[src/rtl/imem_pkg.sv]
// Shared types and sizes for the instruction-memory fetch sequencer and its byte RAM.
package imem_pkg;

  localparam int unsigned IMEM_BYTES = 1024;
  localparam int unsigned INST_BYTES = 4;
  localparam int unsigned CNT_W      = $clog2(INST_BYTES);

  typedef enum logic [2:0] {
    IDLE,
    RD,
    TAIL,
    RESP,
    WR
  } imem_seq_state_t;

endpackage

[src/rtl/imem_fetch_sequencer.sv]
// Arbitrates a byte-wide instruction memory between a byte loader and a 4-byte big-endian
// fetch path. Define IMEM_ALIGN_CHECK_EN to reject misaligned fetches with fetch_err.
module imem_fetch_sequencer
  import imem_pkg::*;
#(
  parameter int unsigned ADDR_W = 10
) (
  input  logic              clk,
  input  logic              rst_n,
  input  logic              fetch_valid,
  output logic              fetch_ready,
  input  logic [31:0]       fetch_addr,
  output logic              fetch_rvalid,
  input  logic              fetch_rready,
  output logic [31:0]       fetch_inst,
  output logic              fetch_err,
  input  logic              load_valid,
  output logic              load_ready,
  input  logic [ADDR_W-1:0] load_addr,
  input  logic [7:0]        load_data,
  output logic [ADDR_W-1:0] mem_addr,
  output logic              mem_re,
  output logic              mem_we,
  output logic [7:0]        mem_wdata,
  input  logic [7:0]        mem_rdata
);

  imem_seq_state_t   state_q, state_d;
  logic [CNT_W-1:0]  cnt_q, cnt_d;
  logic [ADDR_W-1:0] base_q, base_d;
  logic [ADDR_W-1:0] waddr_q, waddr_d;
  logic [7:0]        wdata_q, wdata_d;
  logic [31:0]       inst_q, inst_d;
  logic              err_q, err_d;

  logic unused_fetch_addr;
  assign unused_fetch_addr = ^fetch_addr[31:ADDR_W];

  always_ff @(posedge clk) begin
    if (!rst_n) begin
      state_q <= IDLE;
      cnt_q   <= '0;
      base_q  <= '0;
      waddr_q <= '0;
      wdata_q <= '0;
      inst_q  <= '0;
      err_q   <= 1'b0;
    end else begin
      state_q <= state_d;
      cnt_q   <= cnt_d;
      base_q  <= base_d;
      waddr_q <= waddr_d;
      wdata_q <= wdata_d;
      inst_q  <= inst_d;
      err_q   <= err_d;
    end
  end

  always_comb begin
    state_d      = state_q;
    cnt_d        = cnt_q;
    base_d       = base_q;
    waddr_d      = waddr_q;
    wdata_d      = wdata_q;
    inst_d       = inst_q;
    err_d        = err_q;
    fetch_ready  = 1'b0;
    load_ready   = 1'b0;
    fetch_rvalid = 1'b0;
    mem_addr     = '0;
    mem_re       = 1'b0;
    mem_we       = 1'b0;
    mem_wdata    = '0;

    unique case (state_q)
      IDLE: begin
        load_ready  = 1'b1;
        fetch_ready = !load_valid;
        if (load_valid) begin
          waddr_d = load_addr;
          wdata_d = load_data;
          state_d = WR;
        end else if (fetch_valid) begin
          base_d = fetch_addr[ADDR_W-1:0];
          cnt_d  = '0;
`ifdef IMEM_ALIGN_CHECK_EN
          if (fetch_addr[1:0] != 2'b00) begin
            inst_d  = '0;
            err_d   = 1'b1;
            state_d = RESP;
          end else begin
            err_d   = 1'b0;
            state_d = RD;
          end
`else
          err_d   = 1'b0;
          state_d = RD;
`endif
        end
      end
      WR: begin
        mem_we    = 1'b1;
        mem_addr  = waddr_q;
        mem_wdata = wdata_q;
        state_d   = IDLE;
      end
      RD: begin
        mem_re   = 1'b1;
        mem_addr = base_q + ADDR_W'(cnt_q);
        // The byte for address base+k-1 arrives while address base+k is issued.
        case (cnt_q)
          2'd1:    inst_d[31:24] = mem_rdata;
          2'd2:    inst_d[23:16] = mem_rdata;
          2'd3:    inst_d[15:8]  = mem_rdata;
          default: ;
        endcase
        cnt_d = cnt_q + 1'b1;
        if (cnt_q == CNT_W'(INST_BYTES - 1)) begin
          state_d = TAIL;
        end
      end
      TAIL: begin
        inst_d[7:0] = mem_rdata;
        state_d     = RESP;
      end
      RESP: begin
        fetch_rvalid = 1'b1;
        if (fetch_rready) begin
          state_d = IDLE;
        end
      end
      default: state_d = IDLE;
    endcase

    if (!rst_n) begin
      fetch_ready  = 1'b0;
      load_ready   = 1'b0;
      fetch_rvalid = 1'b0;
      mem_addr     = '0;
      mem_re       = 1'b0;
      mem_we       = 1'b0;
      mem_wdata    = '0;
    end
  end

  assign fetch_inst = rst_n ? inst_q : 32'h0;
`ifdef IMEM_ALIGN_CHECK_EN
  assign fetch_err  = rst_n & err_q;
`else
  assign fetch_err  = 1'b0;
`endif

endmodule

[config.mk]
export PLATFORM = sky130hd
export DESIGN_NAME = imem_fetch_sequencer
export DESIGN_NICKNAME = d
export VERILOG_FILES = /design/src/rtl/imem_pkg.sv /design/src/rtl/imem_fetch_sequencer.sv
export SDC_FILE = /design/constraint.sdc
export NUM_CORES = 1
export LEC_CHECK = 0
export ABC_AREA = 1
export ABC_CLOCK_PERIOD_IN_PS = 2000
export CAP_MARGIN = 20
export CORE_ASPECT_RATIO = 1.25
export CORE_UTILIZATION = 40
export CTS_CLUSTER_SIZE = 24
export DETAILED_ROUTE_END_ITERATION = 6
export PLACE_DENSITY = 0.84
export SYNTH_ARGS = -nofsm -noshare
export SYNTH_HDL_FRONTEND = slang
export SYNTH_SLANG_ARGS = --single-unit
[constraint.sdc]
create_clock -name clk -period 2 [get_ports clk]
set_clock_uncertainty 0.05 [all_clocks]
set_input_delay 0.4 -clock clk [delete_from_list [all_inputs] [get_ports clk]]
set_output_delay 0.4 -clock clk [all_outputs]
set_load 0.01 [all_outputs]
==> qor.yml <==
avgViaCountPerCell: 4.980
internal-power_mw: 2.746
critPathKind: "reg2out"
first_pass_iters: 4
routed_wl_um: 8978
final_cell_mix: "nand2_1 (96), clkdlybuf4s50_1 (71), inv_1 (67)"
period_share_pct: 115.9
synth_top_area_share_pct: 42.09
total_leakage_power_nw: 2.171
min_path_type: "reg2reg"
syn_area_per_cell_um2: 6.692
cp_max_fo: 3
slew_viol_final: 0
gp_congestion: 0.8735
hold_path_end: "waddr_q[8]"
power.switching_mw: 1.443
drtIter0Drc: 146
place_ws_ns: -0.4648
area_delta_synth_final_pct: 52.04
netlist_instances: 462
finalSetupViolCount: 9
root_buffer: "clkbuf_8"
grt_use_total_pct: 22.84
synth_nets: 531
num_rows: 35
p_per_area_nw_per_um2: 891.0
sequentialPowerShare_pct: 39.5
drive_gt1_share_pct: 22.26
clkPwrFrac_pct: 26.4
worstSetupStartpointType: "flip-flop"
status: "complete, but fails checks"
power_mw: 4.189
fmax_mhz: 431.5
io_buffers: 95
rr_startpoint: "state_q[1]"
cts_buffers: 9
fin_ws_ns: -0.3176
grt_max_degree: 38
cts_tree: "built"
dieHeight_um: 100.3
regToRegEndpoint: "base_q[5]"
hold_buffers: 0
vias: 3411
r2r_slack_ns: 0.19
cts.sinks: 65
die-area_um2: 8087
synth.area.top_cells: "dfxtp_1 (42%), nand2_1 (13%), inv_1 (8.5%)"
grt_pass1_vias: 3231
hpwl_um: 6260
io_pins: 119
reg2reg_depth: 9
diodes: 0
synth_cell_type_count: 26
routedWlPerCell_um: 13.11
p_sw_share_pct: 34.45
grt_overflow: 0
yosys_warnings: 0
h-tree-depth: 3
comb_power_share_pct: 34.1
place_area_um2: 4307
violations: "negative setup slack"
layout_commonest_cell: "nand2_1"
drtAntennaViolNets: 0
start_util_pct: 41.53
finalWorstPathRequiredPeriod_ns: 2.318
yosysTopAreaCell: "dfxtp_1"
hold_start: "waddr_q[8]"
finalNetCount: 657
crit_start: "cnt_q[0]"
die_x_um: 80.64
rsz0062_at_grt: "yes"
clk_path_buf_depth: 2
drv_cap: 0
syn_area_um2: 3092
drc_errors: 0
arrival_ns: 1.87
peakVddDrop_uv: 578.3
finalHoldViolCount: 0
min_path_cells: 2
grt_pass1_wl_um: 14150
crit_required_ns: 1.55
clkTransAtPathRegs_ns: 0.07
synth_seq_cells: 65
synth-seq-area-share_pct: 42.09
cp-end-kind: "primary output"
clk_latency_ns: 0.35
finish.instance_area_um2: 4701
antenna_found_initial: 0
core_um2: 7445
==> logic make-up (layout without fill, tap and decap cells) <==
family | Yosys count | in the layout | share of synthesized area, %
flops | 65 | 65 | 42.09
xor+xnor | 1 | 1 | 0.2833
buf+inv | 97 | 228 | 12.50
other cells | 1 | 1 | 0.1213
simple gates | 201 | 201 | 27.32
fa+ha+maj | 6 | 6 | 2.671
compound gates | 91 | 91 | 15.01
==> critical path, cell delays in order (launching register included) <==
cell and delay (ns):
dfxtp_2 0.36, ha_4 0.14, inv_2 0.03, fa_2 0.35, inv_2 0.08, nand2_4 0.05, o21ai_0 0.22, o22ai_1 0.13
buf_2 0.15
==> per-stage QoR <==
step           setup TNS, ns  hold slack [ns]  util [%]  cells
2_1_floorplan              0           0.3732         -    462
3_3_place_gp          -2.922           0.3826     57.85    659
3_5_place_dp          -3.838           0.3912     57.85    659
4_1_cts               -1.802           0.4033     61.33    680
5_1_grt               -2.475           0.4242     63.14    685
6_report              -1.802           0.4050     63.14    685
==> layer usage <==
metal	track usage (%)	up-vias	wire length, um
li1	-	1697	-
met1	24.10	1537	3360
met2	40.94	151	4675
met3	5.818	26	648
met4	12.09	0	294
met5	0	-	0
==> flip-flops by register name (all words and copies together) (netlist names) <==
register  cells
cnt_q         2
waddr_q      10
state_q       3
wdata_q       8
inst_q       32
base_q       10
==> worst max-delay path by stage <==
stage / slack (ns) / cells after the start / to
final: -0.32 / 8 / mem_addr[4]
after global routing: -0.40 / 11 / mem_addr[8]
after CTS: -0.34 / 11 / mem_addr[8]
after detailed placement: -0.46 / 11 / mem_addr[8]
after global placement: -0.42 / 11 / mem_addr[8]
after floorplan: 0.04 / 10 / mem_addr[8]
==> cells in the mapped netlist <==
master and n:
buf_2 6, clkbuf_1 12, nor2_4 1, nand3b_2 1, buf_1 1, nor2_1 44
o22ai_1 5, fa_1 1, o21ai_0 33, nand2_2 1, xor2_1 1, nand2_1 103
nand3_1 46, a21o_1 1, a21oi_1 52, nand3_2 1, ha_1 5, nor3_1 1
inv_2 4, dfxtp_1 65, conb_1 1, nand4_1 1, buf_4 4, inv_1 70
nor2_2 1, or2_2 1
==> power groups by stage <==
stage          registers [mW]  clock network, mW  logic, mW
2_1_floorplan            1.64                  0      0.735
3_3_place_gp             1.64                  0       1.23
3_5_place_dp             1.65                  0       1.28
4_1_cts                  1.64               1.13       1.30
5_1_grt                  1.67               1.18       1.58
6_report                 1.65               1.11       1.43
==> timing repair <==
| item | CTS | global route |
|---|---|---|
| resized for setup | 94 | 59 |
| endpoints found under the setup margin | 43 | 39 |
| endpoints found under the hold margin | 0 | 0 |
| buffers inserted | 5 | 7 |
| pin swaps | 12 | 14 |
==> area by class of cell <==
cell class                      count  area [um2]
Clock buffer                       11       141.4
Clock inverter                      5       55.05
Fill cell                         662        2744
Inverter                           74       277.8
Multi-Input combinational cell    300        1569
Sequential cell                    65        1314
Tap cell                           92       115.1
Timing Repair Buffer              138        1229
Note: power is estimated with default switching activity, not from simulation.
